### src/rtl/kbd_pkg.sv
// Shared keyboard constants: command codes and PS/2 set-2 scan codes.
// Used by the command queue and by any block that decodes arrow keys.
package kbd_pkg;

  localparam logic [2:0] CMD_NONE  = 3'd0;
  localparam logic [2:0] CMD_UP    = 3'd1;
  localparam logic [2:0] CMD_RIGHT = 3'd2;
  localparam logic [2:0] CMD_DOWN  = 3'd3;
  localparam logic [2:0] CMD_LEFT  = 3'd4;

  localparam logic [7:0] SC_UP     = 8'h75;
  localparam logic [7:0] SC_DOWN   = 8'h72;
  localparam logic [7:0] SC_RIGHT  = 8'h74;
  localparam logic [7:0] SC_LEFT   = 8'h6B;

  function automatic int max2(input int a, input int b);
    return (a > b) ? a : b;
  endfunction

endpackage

### src/rtl/keyboard_cmd_queue_if.sv
// Bundle between PS/2 driver, command queue and consumer.
// slave: queue side (events in, commands out); master: driver/consumer side.
interface keyboard_cmd_queue_if #(
  parameter int CMD_W = 3,
  parameter int DEPTH = 4
);
  localparam int LVL_W = $clog2(DEPTH) + 1;

  logic             valid;
  logic             makeBreak;
  logic [7:0]       outCode;
  logic [CMD_W-1:0] cmd;
  logic             cmd_valid;
  logic             cmd_ready;
  logic [LVL_W-1:0] level;
  logic             overflow;

  modport master (
    output valid, makeBreak, outCode, cmd_ready,
    input  cmd, cmd_valid, level, overflow
  );

  modport slave (
    input  valid, makeBreak, outCode, cmd_ready,
    output cmd, cmd_valid, level, overflow
  );
endinterface

### src/rtl/keyboard_cmd_queue_fifo.sv
// cmd_fifo: show-ahead registered FIFO with occupancy counter and drop pulse.
// Ports: i_push/i_data in, i_pop out-ack, o_data/o_valid head, o_level, o_overflow.
module cmd_fifo #(
  parameter int WIDTH = 3,
  parameter int DEPTH = 4
) (
  input  logic                     clk,
  input  logic                     reset,
  input  logic                     i_push,
  input  logic [WIDTH-1:0]         i_data,
  input  logic                     i_pop,
  output logic [WIDTH-1:0]         o_data,
  output logic                     o_valid,
  output logic [$clog2(DEPTH):0]   o_level,
  output logic                     o_overflow
);
  localparam int AW = $clog2(DEPTH);
  localparam int LW = AW + 1;

  logic [WIDTH-1:0] r_mem [DEPTH];
  logic [AW-1:0]    r_wr;
  logic [AW-1:0]    r_rd;
  logic [LW-1:0]    r_level;
  logic             r_ovf;

  logic w_empty;
  logic w_full;
  logic w_pop;
  logic w_push;

  assign w_empty = (r_level == '0);
  assign w_full  = (r_level == LW'(DEPTH));
  assign w_pop   = i_pop && !w_empty;
  // a pop frees the slot in the same cycle, so full+pop still accepts
  assign w_push  = i_push && (!w_full || w_pop);

  always_ff @(posedge clk) begin
    if (w_push) r_mem[r_wr] <= i_data;
  end

  always_ff @(posedge clk) begin
    if (reset) begin
      r_wr    <= '0;
      r_rd    <= '0;
      r_level <= '0;
      r_ovf   <= 1'b0;
    end else begin
      if (w_push) r_wr <= r_wr + AW'(1);
      if (w_pop)  r_rd <= r_rd + AW'(1);
      unique case ({w_push, w_pop})
        2'b10:   r_level <= r_level + LW'(1);
        2'b01:   r_level <= r_level - LW'(1);
        default: r_level <= r_level;
      endcase
      r_ovf <= i_push && w_full && !w_pop;
    end
  end

  assign o_data     = w_empty ? '0 : r_mem[r_rd];
  assign o_valid    = !w_empty;
  assign o_level    = r_level;
  assign o_overflow = r_ovf;
endmodule

### src/rtl/keyboard_cmd_queue.sv
// Scan-code to command mapper with typematic repeat, buffered in cmd_fifo.
// Ports: clk, reset (sync, active-high), bus (keyboard_cmd_queue_if.slave).
module keyboard_cmd_queue
  import kbd_pkg::*;
#(
  parameter int                    NUM_KEYS     = 4,
  parameter int                    CMD_W        = 3,
  parameter logic [NUM_KEYS*8-1:0] KEY_CODES    =
    {SC_LEFT, SC_RIGHT, SC_DOWN, SC_UP},
  parameter logic [NUM_KEYS*CMD_W-1:0] KEY_CMDS =
    {3'd4, 3'd2, 3'd3, 3'd1},
  parameter int                    DEPTH        = 4,
  parameter bit                    REPEAT_EN    = 1'b1,
  parameter int                    REPEAT_DELAY = 25_000_000,
  parameter int                    REPEAT_RATE  = 5_000_000
) (
  input  logic clk,
  input  logic reset,
  keyboard_cmd_queue_if.slave bus
);
  localparam int MAXR  = max2(REPEAT_DELAY, REPEAT_RATE);
  localparam int CNT_W = $clog2(MAXR + 1);
  localparam int IDX_W = (NUM_KEYS > 1) ? $clog2(NUM_KEYS) : 1;

  logic [IDX_W-1:0] r_held;
  logic             r_held_v;
  logic [CNT_W-1:0] r_cnt;

  logic             w_hit;
  logic [IDX_W-1:0] w_idx;
  logic             w_make;
  logic             w_rel;
  logic             w_exp;
  logic             w_push;
  logic [CMD_W-1:0] w_cmd;

  // scan downward so the lowest matching index is the one kept
  always_comb begin
    w_hit = 1'b0;
    w_idx = '0;
    for (int i = NUM_KEYS - 1; i >= 0; i--) begin
      if (bus.outCode == KEY_CODES[i*8 +: 8]) begin
        w_hit = 1'b1;
        w_idx = IDX_W'(i);
      end
    end
  end

  assign w_make = bus.valid && bus.makeBreak && w_hit;
  assign w_rel  = bus.valid && !bus.makeBreak && w_hit &&
                  r_held_v && (w_idx == r_held);
  assign w_exp  = REPEAT_EN && r_held_v && (r_cnt == CNT_W'(1));
  // a make absorbs a coinciding expiry; a release cancels it
  assign w_push = w_make || (w_exp && !w_rel);
  assign w_cmd  = w_make ? KEY_CMDS[w_idx*CMD_W +: CMD_W]
                         : KEY_CMDS[r_held*CMD_W +: CMD_W];

  always_ff @(posedge clk) begin
    if (reset) begin
      r_held   <= '0;
      r_held_v <= 1'b0;
      r_cnt    <= '0;
    end else if (w_make) begin
      r_held   <= w_idx;
      r_held_v <= 1'b1;
      r_cnt    <= CNT_W'(REPEAT_DELAY);
    end else if (w_rel) begin
      r_held_v <= 1'b0;
      r_cnt    <= '0;
    end else if (REPEAT_EN && r_held_v) begin
      r_cnt <= w_exp ? CNT_W'(REPEAT_RATE) : r_cnt - CNT_W'(1);
    end
  end

  cmd_fifo #(
    .WIDTH (CMD_W),
    .DEPTH (DEPTH)
  ) u_fifo (
    .clk        (clk),
    .reset      (reset),
    .i_push     (w_push),
    .i_data     (w_cmd),
    .i_pop      (bus.cmd_ready),
    .o_data     (bus.cmd),
    .o_valid    (bus.cmd_valid),
    .o_level    (bus.level),
    .o_overflow (bus.overflow)
  );
endmodule

### src/flat_wrapper.sv
// flat-port wrapper written by rule: the top's interface ports become plain ports
module keyboard_cmd_queue_flat import kbd_pkg::*;
#(
  parameter int                    NUM_KEYS     = 4,
  parameter int                    CMD_W        = 3,
  parameter logic [NUM_KEYS*8-1:0] KEY_CODES    =
    {SC_LEFT, SC_RIGHT, SC_DOWN, SC_UP},
  parameter logic [NUM_KEYS*CMD_W-1:0] KEY_CMDS =
    {3'd4, 3'd2, 3'd3, 3'd1},
  parameter int                    DEPTH        = 4,
  parameter bit                    REPEAT_EN    = 1'b1,
  parameter int                    REPEAT_DELAY = 25_000_000,
  parameter int                    REPEAT_RATE  = 5_000_000
)
  (clk, reset, bus_valid, bus_makeBreak, bus_outCode, bus_cmd_ready, bus_cmd, bus_cmd_valid, bus_level, bus_overflow);
  keyboard_cmd_queue_if #(.CMD_W(CMD_W), .DEPTH(DEPTH)) bus_i ();
  input  logic clk;
  input  logic reset;
  input wire logic [$bits(bus_i.valid)-1:0] bus_valid;
  input wire logic [$bits(bus_i.makeBreak)-1:0] bus_makeBreak;
  input wire logic [$bits(bus_i.outCode)-1:0] bus_outCode;
  input wire logic [$bits(bus_i.cmd_ready)-1:0] bus_cmd_ready;
  output wire logic [$bits(bus_i.cmd)-1:0] bus_cmd;
  output wire logic [$bits(bus_i.cmd_valid)-1:0] bus_cmd_valid;
  output wire logic [$bits(bus_i.level)-1:0] bus_level;
  output wire logic [$bits(bus_i.overflow)-1:0] bus_overflow;
  assign bus_i.valid = bus_valid;
  assign bus_i.makeBreak = bus_makeBreak;
  assign bus_i.outCode = bus_outCode;
  assign bus_i.cmd_ready = bus_cmd_ready;
  assign bus_cmd = bus_i.cmd;
  assign bus_cmd_valid = bus_i.cmd_valid;
  assign bus_level = bus_i.level;
  assign bus_overflow = bus_i.overflow;
  keyboard_cmd_queue #(.NUM_KEYS(NUM_KEYS), .CMD_W(CMD_W), .KEY_CODES(KEY_CODES), .KEY_CMDS(KEY_CMDS), .DEPTH(DEPTH), .REPEAT_EN(REPEAT_EN), .REPEAT_DELAY(REPEAT_DELAY), .REPEAT_RATE(REPEAT_RATE)) u_core (.clk(clk), .reset(reset), .bus(bus_i));
endmodule
### config.mk
export PLATFORM = sky130hd
export DESIGN_NAME = keyboard_cmd_queue_flat
export DESIGN_NICKNAME = d
export VERILOG_FILES = /design/src/rtl/kbd_pkg.sv /design/src/rtl/keyboard_cmd_queue_if.sv /design/src/rtl/keyboard_cmd_queue_fifo.sv /design/src/rtl/keyboard_cmd_queue.sv /design/src/flat_wrapper.sv
export SDC_FILE = /design/constraint.sdc
export NUM_CORES = 1
export LEC_CHECK = 0
export BUFFER_PORTS_ARGS = -buffer_cell sky130_fd_sc_hd__clkbuf_2
export CORE_MARGIN = 4
export CORE_UTILIZATION = 35
export DETAILED_ROUTE_END_ITERATION = 8
export PLACE_DENSITY = 0.47
export SLEW_MARGIN = 20
export SYNTH_ARGS = -nofsm -noshare
export SYNTH_HDL_FRONTEND = slang
export SYNTH_SLANG_ARGS = --single-unit
export TNS_END_PERCENT = 50
### constraint.sdc
create_clock -name clk -period 3.6 [get_ports clk]
set_input_delay 0.36 -clock clk [delete_from_list [all_inputs] [get_ports clk]]
set_output_delay 0.36 -clock clk [all_outputs]
set_load 0.02 [all_outputs]
* After elaboration in Yosys (flattened, before gate mapping)
Memory sizes are Yosys's and may differ from the RTL's. A register that Yosys moved wholly into a read port is not among the register bits.
Cells that the tools add are included.
** Storage, ports and cells
- Logic and storage cells :: 72
- Output and inout bits :: 8
- RAM bits :: 12
- Register bits :: 36
- Input bits :: 13
- Memories kept :: 1
** Cells by class
- Multiplexer cells :: 21
- Shifts and indexed selects :: 2
- Add/subtract/negate cells :: 5
- Eq/ne operators :: 9
- Reductions and logical operators :: 24
- Multipliers :: 2
** Memories
- u_core.u_fifo.r_mem :: depth 4, width 3, read ports 1, clocked after Yosys merged registers in 1, write ports 1, RTL line keyboard_cmd_queue_fifo.sv:20 : logic [WIDTH-1:0] r_mem [DEPTH];
** Operator list (count)
- two-way mux 25 bit :: 4
- == test 8 x 7 -> 1 bit, second input constant :: 4
- == test 25 x 1 -> 1 bit, second input constant :: 1
- subtractor 25 x 1 -> 25 bit, second input constant :: 1
- variable part select 12 x 5 -> 3 bit, first input constant :: 2
- logical AND 1 bit :: 12
- two-way mux 2 bit :: 6
- multiplier 2 x 2 -> 4 bit, second input constant :: 2
- two-way mux 1 bit :: 8
- two-way mux 3 bit :: 2
- one-hot mux 3 bit (2 select lines) :: 1
- logical NOT 1 bit :: 5
- adder 2 x 1 -> 2 bit, second input constant :: 2
- nonzero test 2 bit :: 2
- adder 3 x 1 -> 3 bit, second input constant :: 1
- == test 3 bit, second input constant :: 1
- logical NOT 3 bit :: 1
- nonzero test 3 bit :: 1
- OR reduction 3 bit :: 1
- subtractor 3 x 1 -> 3 bit, second input constant :: 1
- == test 2 x 1 -> 1 bit, second input constant :: 1
- == test 2 bit :: 1
- == test 2 bit, second input constant :: 1
- logical OR 1 bit :: 2

* Depth between registers and ports, before layout
Gate-level depths: netlist of the first run.
- Depth after elaboration :: 14
- Mapped depth :: 12
- Depth with buffers taken out :: 11

* Cells and area by module
A second synthesis of the first run with hierarchy kept.
** Second synthesis, totals
- Cell total of the unflattened synthesis :: 303
- Area, all modules :: 2750.1 um2
** Modules (own cells, without submodules)
- keyboard_cmd_queue :: instances 1, area an instance 1706.6 um2, cells each 214, seq. area each 560.5 um2
- cmd_fifo :: instances 1, area an instance 1043.5 um2, cells each 89, seq. area each 560.5 um2

* Least setup slack after synthesis of the first run
Ideal clock, no wire load.
- Path type :: in2reg
- Start point :: in bus_outCode[0]
- End point :: reg u_core.u_fifo.r_level[2], in the netlist u_core.u_fifo.o_level[2]
- Cell stages on the path :: 9
- Setup time :: 0.123 ns
- Arrival time :: 2.864 ns
- Required time :: 3.477 ns
- Path buffers :: 0
- Slack :: 0.613 ns
- Path through :: or3b_2 a2111oi_4 o21ai_0 o22ai_1 nand2_1 fa_1 or3_1 mux2i_1 mux2_1
** On the way
- Longest elaborated chain between the ends :: 14
- Elaborated cells on any way between the ends :: 25
- Classes of those cells :: 7 x eq/ne; 9 x mux; 9 x reduce/logical
** RTL lines
- from (decl) :: RTL line flat_wrapper.sv:21 : input wire logic [$bits(bus_i.outCode)-1:0] bus_outCode;
- == test 8 x 7 -> 1 bit :: RTL line keyboard_cmd_queue.sv:42 : if (bus.outCode == KEY_CODES[i*8 +: 8]) begin
- two-way mux 1 bit (4 in a row) :: RTL line keyboard_cmd_queue.sv:42
- logical AND 1 bit (2 in a row) :: RTL line keyboard_cmd_queue.sv:50 : assign w_rel = bus.valid && !bus.makeBreak && w_hit &&
- logical AND 1 bit :: RTL line keyboard_cmd_queue.sv:51 : r_held_v && (w_idx == r_held);
- logical NOT 1 bit :: RTL line keyboard_cmd_queue.sv:54 : assign w_push = w_make || (w_exp && !w_rel);
- logical AND 1 bit :: RTL line keyboard_cmd_queue.sv:54
- logical OR 1 bit * :: RTL line keyboard_cmd_queue.sv:54
- logical AND 1 bit * :: RTL line keyboard_cmd_queue_fifo.sv:35 : assign w_push = i_push && (!w_full || w_pop);
- == test 2 x 1 -> 1 bit / == test 2 bit (equally long branches) :: RTL line keyboard_cmd_queue_fifo.sv:50 : unique case ({w_push, w_pop})
- one-hot mux 3 bit (2 select lines) / nonzero test 2 bit (equally long branches)
- to (signal assigned) :: RTL line keyboard_cmd_queue_fifo.sv:51 : 2'b10: r_level <= r_level + LW'(1);
- to (signal assigned) :: RTL line keyboard_cmd_queue_fifo.sv:52 : 2'b01: r_level <= r_level - LW'(1);
- to (signal assigned) :: RTL line keyboard_cmd_queue_fifo.sv:53 : default: r_level <= r_level;
- to (decl) :: RTL line keyboard_cmd_queue_fifo.sv:23 : logic [LW-1:0] r_level;
Mark *: on every way between the ends. The rest lies on a longest branch, timed or not.
A chain may end at the register's enable or synchronous reset.

* Final worst setup path of the first run
Ends and elaborated chain as after synthesis.

==> results of run 1 <==
through the flow:
| step | instances | worst slack [ps] |
|---|---|---|
| after floorplan | 283 | 613 |
| after global placement | 393 | 280 |
| after detailed placement | 393 | 255 |
| after CTS | 401 | 590 |
| after global routing | 401 | 352 |
| final | 401 | 607 |
kinds of logic after synthesis:
logic type	Yosys count
and+or+nand+nor	119
AOI/OAI and AO/OA	56
DFF	50
buffers and inverters	26
xor gates and xnor gates	14
muxes	10
adders and majority gates	8
metal layers:
metal	vias up	track usage, %
met5	-	0
met4	0	5.09
met3	6	2.66
met2	24	24.8
met1	989	16.8
li1	1068	-
sequential cells by signal (all words and copies together), names as in the netlist, named ones only:
signal                    count
u_core.r_cnt                 25
u_core.u_fifo.o_overflow      1
u_core.u_fifo.r_wr            2
u_core.u_fifo.o_level         3
u_core.u_fifo.r_mem          12
u_core.r_held_v               1
u_core.u_fifo.r_rd            2
u_core.r_held                 2
critical path, cell delays in order:
cell       delay [ps]
clkbuf_2          110
or3b_2            520
a2111oi_4         390
o21ai_0           200
o22ai_1           270
nand2_1           110
fa_1              390
or3_1             370
mux2i_1           150
mux2_1            330
power by group through the flow:
stage	sequential (mW)	clock (mW)	combinational, mW
floorplan	0.614	0	0.116
global placement	0.612	0	0.164
detailed placement	0.612	0	0.164
CTS	0.599	0.408	0.164
global route	0.602	0.430	0.181
finish	0.598	0.393	0.161
synthesized netlist by cell type (all sizes together) (4+ instances only):
| master | count |
|---|---|
| mux2 | 4 |
| edfxtp | 12 |
| xor2 | 6 |
| o32ai | 5 |
| clkbuf | 9 |
| nor2b | 7 |
| nor2 | 41 |
| nor4 | 5 |
| nor3 | 10 |
| xnor2 | 8 |
| and3 | 5 |
| nand2 | 11 |
| o22ai | 7 |
| dfxtp | 38 |
| or4 | 7 |
| a21oi | 13 |
| nand3 | 7 |
| inv | 14 |
| o21ai | 9 |
| or3 | 5 |
| ha | 7 |
final cells by class:
cell class              count  area [sq um]  share of cell area, %
well taps                  99           124                   4.15
multi-input cells         207          1460                   48.7
clock inverters             2          37.5                   1.26
repair buffers             23           123                   4.11
inverters                  14          52.6                   1.76
clock buffers               6          72.6                   2.43
flip-flops and latches     50          1120                   37.6
worst paths after layout:
check                  start                        to  slack [ps]  depth (start not counted)
max reg2reg  u_core.r_held_v  u_core.u_fifo.o_level[2]         730                          9
max           bus_outCode[0]  u_core.u_fifo.o_level[2]         610                         10
min reg2reg  u_core.r_cnt[6]           u_core.r_cnt[6]         490                          2
min            bus_cmd_ready  u_core.u_fifo.o_overflow         390                          4
==> results.json, run 1 <==
{
  "run_status": "completed",
  "syn_nets": 304,
  "dr.pass1.iters": 4,
  "syn_inst": 283,
  "synth_area_sq_um": 2730,
  "holdCritPathClass": "in -> reg",
  "yosys.area_share.simple_pct": 24.9,
  "synth_fa_ha_area_share_pct": 3.95,
  "peakVddDrop_v": 0.000166,
  "wire_per_inst_um": 14.8,
  "final_util_pct": 40.3,
  "switching_power_mw": 0.297,
  "post_synth.cell_area_avg_sq_um": 9.63,
  "final.fill_count": 745,
  "grt_pass1_wl_mm": 10.0,
  "power_frac_comb_pct": 13.9,
  "cts_setup_buffers": 0,
  "diodes": 0,
  "required_ps": 3800,
  "max_clock_freq_mhz": 334,
  "htreeDepth": 2,
  "relSlewSlack_pct": 46.4,
  "post-route-drc-count": 0,
  "setup_viol": 0,
  "pwr-share-clk_pct": 34.1,
  "hold_buffers": 0,
  "worstSetupEndpointType": "flop",
  "ys_seq_elements": 50,
  "route.met2.wl_mm": 2.94,
  "swShare_pct": 25.8,
  "ant_nets": 0,
  "dpl.hpwl_mm": 4.40,
  "pin_count": 21,
  "critPathLaunchType": "input pin",
  "final.setup.tns_ps": 0,
  "grt_overflow": 0,
  "top_layer_used": "met4",
  "min_period_ps": 2990,
  "synth_compound_area_share_pct": 14.8,
  "start_util_pct": 36.8,
  "synth_top_flop_cell": "dfxtp_1",
  "synthTopCellsByArea": "dfxtp_1 (28%), edfxtp_1 (13%), nor2_1 (5.6%)",
  "layout.nets": 322,
  "row_count": 31,
  "arrival_ps": 3190,
  "antenna_found_initial": 0,
  "track_usage_pct": 14.0,
  "synth_xor_area_share_pct": 4.50,
  "synth.top_cell.area_share_pct": 27.9,
  "critical_path_class": "in -> reg",
  "port-buffer-count": 20,
  "skew_ps": 6.85,
  "synth-edff-count": 12,
  "wl_mm": 5.93,
  "wl_met3_um": 168,
  "grt_pass1_vias": 2068,
  "grt_start_max_net_pins": 24,
  "synth_top_family_by_area": "simple AND/OR/NAND/NOR gates",
  "m1WireLength_mm": 2.74,
  "p_leak_nw": 1.14,
  "drv_cap": 0,
  "yosys_warnings": 0,
  "tightestPinTransition_ps": 792,
  "synthMuxAreaShare_pct": 5.23,
  "gp_congestion": 0.795,
  "worstSkewPairLatency_ps": 300,
  "tritoncts": "yes",
  "drive_above_1_share_pct": 17.9,
  "power_density_nw_per_um2": 386,
  "rsz0062_at_grt": "no",
  "coreArea_sq_um": 7410,
  "power_frac_seq_pct": 51.9,
  "cts_num_sinks": 50,
  "placed_area_sq_um": 2880,
  "internal_power_mw": 0.856,
  "drv_slew": 0,
  "hold_viol": 0,
  "root_buffer": "clkbuf_8",
  "fp.dieArea_sq_um": 9270,
  "syn_to_final_growth_pct": 9.50,
  "synth_top_area_cell": "dfxtp_1",
  "total_power_mw": 1.15,
  "synth_seq_area_share_pct": 41.1,
  "via_per_inst": 5.20,
  "ys_async_sr_fraction_pct": 0,
  "clock_path_buffers": 2,
  "vias": 2087,
  "layout_commonest_cell": "nor2_1",
  "post_cts_resized": 0,
  "synth.distinct_cells": 62,
  "most-common-layout-cells": "nor2_1 (41), dfxtp_1 (38), clkbuf_2 (20)",
  "cts.clk_slew.worst_paths_ps": 90,
  "numCtsBuffers": 5,
  "die_w_um": 96.3,
  "drtIter0Drc": 72,
  "crit_path_max_fanout": 5,
  "fin_crit_sh_pct": 83.1,
  "hold-worst-slack_ps": 390,
  "die_h_um": 96.3,
  "fin_area_sq_um": 2990
}
No activity file was read; power rests on OpenSTA's default activity.
==> run 2, diff against run 1 <==
==> constraint.sdc (replaced) <==
create_clock -name clk -period 3.1 [get_ports clk]
set_input_delay 0.31 -clock clk [delete_from_list [all_inputs] [get_ports clk]]
set_output_delay 0.31 -clock clk [all_outputs]
set_load 0.02 [all_outputs]
==> results.json, run 2 (synthesized netlist as in run 1, its figures left out) <==
{
  "p_leak_nw": 1.21,
  "fin_crit_sh_pct": 94.2,
  "hold_viol": 0,
  "rr_startpoint": "u_core.r_cnt[1]",
  "relSlewSlack_pct": 42.4,
  "grt_overflow": 0,
  "coreArea_sq_um": 7410,
  "peakVddDrop_v": 0.000265,
  "r2r-end": "u_core.u_fifo.o_level[2]",
  "dr.pass1.iters": 4,
  "tightestPinTransition_ps": 851,
  "crit_path_max_fanout": 3,
  "drive_above_1_share_pct": 21.0,
  "largest_register_ffs": 25,
  "arrival_ps": 3110,
  "final_util_pct": 41.8,
  "die_w_um": 96.3,
  "cts_setup_buffers": 0,
  "diodes": 0,
  "die_h_um": 96.3,
  "dpl.hpwl_mm": 4.54,
  "top_register": "u_core.r_cnt",
  "most-common-layout-cells": "nor2_1 (41), dfxtp_1 (38), clkbuf_2 (20)",
  "wl_mm": 6.02,
  "place_ws_ps": -180,
  "max_clock_freq_mhz": 343,
  "port-buffer-count": 20,
  "max_stage_delay_ps": 510,
  "gr-usage-met2_pct": 25.8,
  "layout_commonest_cell": "nor2_1",
  "required_ps": 3290,
  "drv_slew": 0,
  "cts_num_sinks": 50,
  "pin_count": 21,
  "placed_area_sq_um": 2970,
  "worstPathCellList": "clkbuf_2, or3b_2, a2111oi_4, o21ai_0, o22ai_1, nand2_1, fa_1, or3_1, mux2i_1, mux2_1",
  "track_usage_pct": 14.5,
  "cts.clk_slew.worst_paths_ps": 90,
  "post_cts_resized": 0,
  "start_util_pct": 36.8,
  "post-route-drc-count": 0,
  "worstSetupStartpoint": "bus_outCode[0]",
  "rsz0062_at_grt": "no",
  "use_met1_pct": 17.6,
  "crit_slowest_cell": "or3b_2",
  "setup_ws_ps": 181,
  "htreeDepth": 2,
  "wire_per_inst_um": 14.6,
  "critPathLaunchType": "input pin",
  "antenna_found_initial": 0,
  "clock_path_buffers": 2,
  "drtIter0Drc": 83,
  "vias": 2158,
  "worstSetupEndpointType": "flop",
  "total_power_mw": 1.42,
  "fp.dieArea_sq_um": 9270,
  "root_buffer": "clkbuf_8",
  "gp_congestion": 0.785,
  "holdCritPathClass": "in -> reg",
  "grt_start_max_net_pins": 24,
  "skew_ps": 8.12,
  "run_status": "completed",
  "row_count": 31,
  "tritoncts": "yes",
  "grt_pass1_wl_mm": 10.4,
  "min_period_ps": 2920,
  "final.fill_count": 754,
  "critical_path_class": "in -> reg",
  "worstSkewPairLatency_ps": 300,
  "layout.nets": 334,
  "top_usage_layer": "met2",
  "grt_pass1_vias": 2164,
  "numCtsBuffers": 5,
  "setup_viol": 0,
  "hold_buffers": 0,
  "grt_util_met3_pct": 2.58,
  "ant_nets": 0,
  "power_density_nw_per_um2": 459,
  "cp-endpoint": "u_core.u_fifo.o_level[2]",
  "via_per_inst": 5.23,
  "ff2ff_path_depth": 11,
  "fin_area_sq_um": 3100,
  "drv_cap": 0,
  "syn_to_final_growth_pct": 13.6,
  "rrSetupSlack_ps": 380
}
[run 2: per-layer routing]
layer	share of wire, %	up-vias
li1	-	1092
met1	44	1029
met2	51	30
met3	3.7	7
met4	1.6	0
met5	0	-
[run 2: worst max-delay path, delay by kind of cell]
family	cells	cell delay (ps)
mux	2	490
compound gates	3	840
simple gates	3	990
fa+ha+maj	1	390
buf+inv	1	80
[run 2: final cells by class]
cell class / instances / area (sq um) / area share (%)
Clock buffer: 5 / 68.8 / 2.22
Clock inverter: 3 / 63.8 / 2.06
Inverter: 14 / 52.6 / 1.70
Multi-Input combinational cell: 207 / 1460 / 47.0
Sequential cell: 50 / 1120 / 36.2
Tap cell: 99 / 124 / 4.00
Timing Repair Buffer: 35 / 213 / 6.87
[run 2: worst min path at each step]
stage               startpoint                        to  slack [ps]  cells after the start
6_report         bus_cmd_ready  u_core.u_fifo.o_overflow         350                      4
5_1_grt          bus_cmd_ready  u_core.u_fifo.o_overflow         380                      4
4_1_cts          bus_cmd_ready  u_core.u_fifo.o_overflow         350                      4
3_5_place_dp   u_core.r_cnt[6]           u_core.r_cnt[6]         470                      2
3_3_place_gp   u_core.r_cnt[6]           u_core.r_cnt[6]         470                      2
2_1_floorplan  u_core.r_cnt[6]           u_core.r_cnt[6]         450                      2
[run 2: metrics by stage]
stage          hold WS (ps)  setup TNS, ps  std cells
6_report                353              0        413
5_1_grt                 378              0        413
4_1_cts                 352              0        413
3_5_place_dp            468           -180        405
3_3_place_gp            471           -111        405
2_1_floorplan           448              0        283
[run 2: power breakdown]
group	switching, mW	internal [mW]	leakage, nW
logic	0.115	0.0833	0.727
clock network	0.209	0.319	0.0658
registers	0.0166	0.678	0.421
total	0.340	1.08	1.21
==> run 3, diff against run 2 <==
--- a/config.mk
+++ b/config.mk
@@ -7,9 +7,10 @@
 export LEC_CHECK = 0
 export BUFFER_PORTS_ARGS = -buffer_cell sky130_fd_sc_hd__clkbuf_2
 export CORE_MARGIN = 4
-export CORE_UTILIZATION = 35
+export CORE_UTILIZATION = 60
 export DETAILED_ROUTE_END_ITERATION = 8
-export PLACE_DENSITY = 0.47
+export GPL_TIMING_DRIVEN = 0
+export PLACE_DENSITY = 0.76
 export SLEW_MARGIN = 20
 export SYNTH_ARGS = -nofsm -noshare
 export SYNTH_HDL_FRONTEND = slang
==> results.json, run 3 (synthesized netlist as in run 1, its figures left out) <==
{
  "wire_per_inst_um": 15.4,
  "skew_ps": 8.15,
  "placed_area_sq_um": 2890,
  "drtIter0Drc": 121,
  "worstPathCellList": "clkbuf_2, or3b_2, a2111oi_4, o21ai_0, o22ai_2, nand2_1, fa_1, or3_1, mux2i_1, mux2_1",
  "crit_path_max_fanout": 5,
  "dp_cells": 355,
  "fp.dieArea_sq_um": 5690,
  "setup_viol": 0,
  "numCtsBuffers": 5,
  "max_clock_freq_mhz": 342,
  "hold_viol": 0,
  "gp_congestion": 0.878,
  "tritoncts": "yes",
  "dr.pass1.iters": 4,
  "grt_overflow": 0,
  "syn_to_final_growth_pct": 10.3,
  "coreArea_sq_um": 4380,
  "final.fill_count": 363,
  "most-common-layout-cells": "nor2_1 (41), dfxtp_1 (38), clkbuf_2 (20)",
  "relSlewSlack_pct": 43.0,
  "setup_ws_ps": 180,
  "final_util_pct": 68.6,
  "seq_area_sq_um": 1120,
  "holdCritPathClass": "in -> reg",
  "peakVddDrop_v": 0.000254,
  "largest_register_ffs": 25,
  "drv_slew": 0,
  "grt_pass1_vias": 2119,
  "via_per_inst": 5.98,
  "post-route-drc-count": 0,
  "grt_start_max_net_pins": 17,
  "layout_commonest_cell": "nor2_1",
  "worstSkewPairLatency_ps": 310,
  "ant_nets": 0,
  "vias": 2165,
  "antenna_found_initial": 0,
  "p_leak_nw": 1.18,
  "hold_buffers": 0,
  "max_stage_delay_ps": 520,
  "fin_cells": 362,
  "htreeDepth": 2,
  "hold-worst-slack_ps": 333,
  "required_ps": 3300,
  "port-buffer-count": 20,
  "multi_input_area_sq_um": 1460,
  "min_period_ps": 2920,
  "die_h_um": 75.4,
  "post_cts_resized": 0,
  "crit_slowest_cell": "or3b_2",
  "fin_area_sq_um": 3010,
  "drv_cap": 0,
  "run_status": "completed",
  "cts.clk_slew.worst_paths_ps": 90,
  "place_ws_ps": -230,
  "grt_pass1_wl_mm": 9.60,
  "worstSetupEndpointType": "flop",
  "final.setup.tns_ps": 0,
  "start_util_pct": 62.2,
  "total_power_mw": 1.35,
  "tightestPinTransition_ps": 855,
  "clock_path_buffers": 2,
  "power_density_nw_per_um2": 450,
  "drive_above_1_share_pct": 19.4,
  "arrival_ps": 3120,
  "critPathLaunchType": "input pin",
  "row_count": 24,
  "critical_path_class": "in -> reg",
  "fin_crit_sh_pct": 94.2,
  "wl_mm": 5.59,
  "cts_num_sinks": 50,
  "die_w_um": 75.4,
  "cts_setup_buffers": 0,
  "track_usage_pct": 21.9,
  "dpl.hpwl_mm": 4.13,
  "root_buffer": "clkbuf_8",
  "diodes": 0,
  "pin_count": 21,
  "layout.nets": 330,
  "top_register": "u_core.r_cnt"
}
## run 3: changes by cell type in the layout (fill, tap and decap cells not counted), sizes merged
cell,previous run,this run
bufinv,2,1
clkbuf,25,33
clkinvlp,0,2
buf,15,3
clkinv,1,0
## run 3: worst max-delay path: cells and delay by family
family                   cells  cell delay (ps)
buffers and inverters        1              110
AND/OR/NAND/NOR              3              990
AO/OA/AOI/OAI                3              840
adder cells (fa/ha/maj)      1              380
multiplexers                 2              480
## run 3: final timing paths
check	end	from	depth (start not counted)	slack (ps)
worst max register to register	u_core.u_fifo.o_level[2]	u_core.r_held_v	9	190
worst min-delay path	u_core.u_fifo.o_overflow	bus_cmd_ready	4	330
worst min register to register	u_core.r_cnt[11]	u_core.r_cnt[11]	2	490
worst max-delay path	u_core.u_fifo.o_level[2]	bus_outCode[0]	10	180
## run 3: area by class of cell
type	instances	area share (%)
Clock buffer	5	2.29
Multi-Input combinational cell	207	48.6
Tap cell	52	2.16
Sequential cell	50	37.3
Clock inverter	3	1.50
Buffer	11	3.12
Timing Repair Buffer	20	3.33
Inverter	14	1.75
## run 3: per-layer routing
| metal | GRT usage, % | wire length (um) |
|---|---|---|
| met4 | 5.24 | 63 |
| met1 | 26.6 | 2510 |
| met3 | 3.96 | 172 |
| met5 | 0 | 0 |
| met2 | 39.9 | 2850 |
## run 3: power breakdown
group,switching (mW),internal (mW)
Clock,0.223,0.240
Sequential,0.0163,0.678
Combinational,0.115,0.0809
Total,0.354,0.999
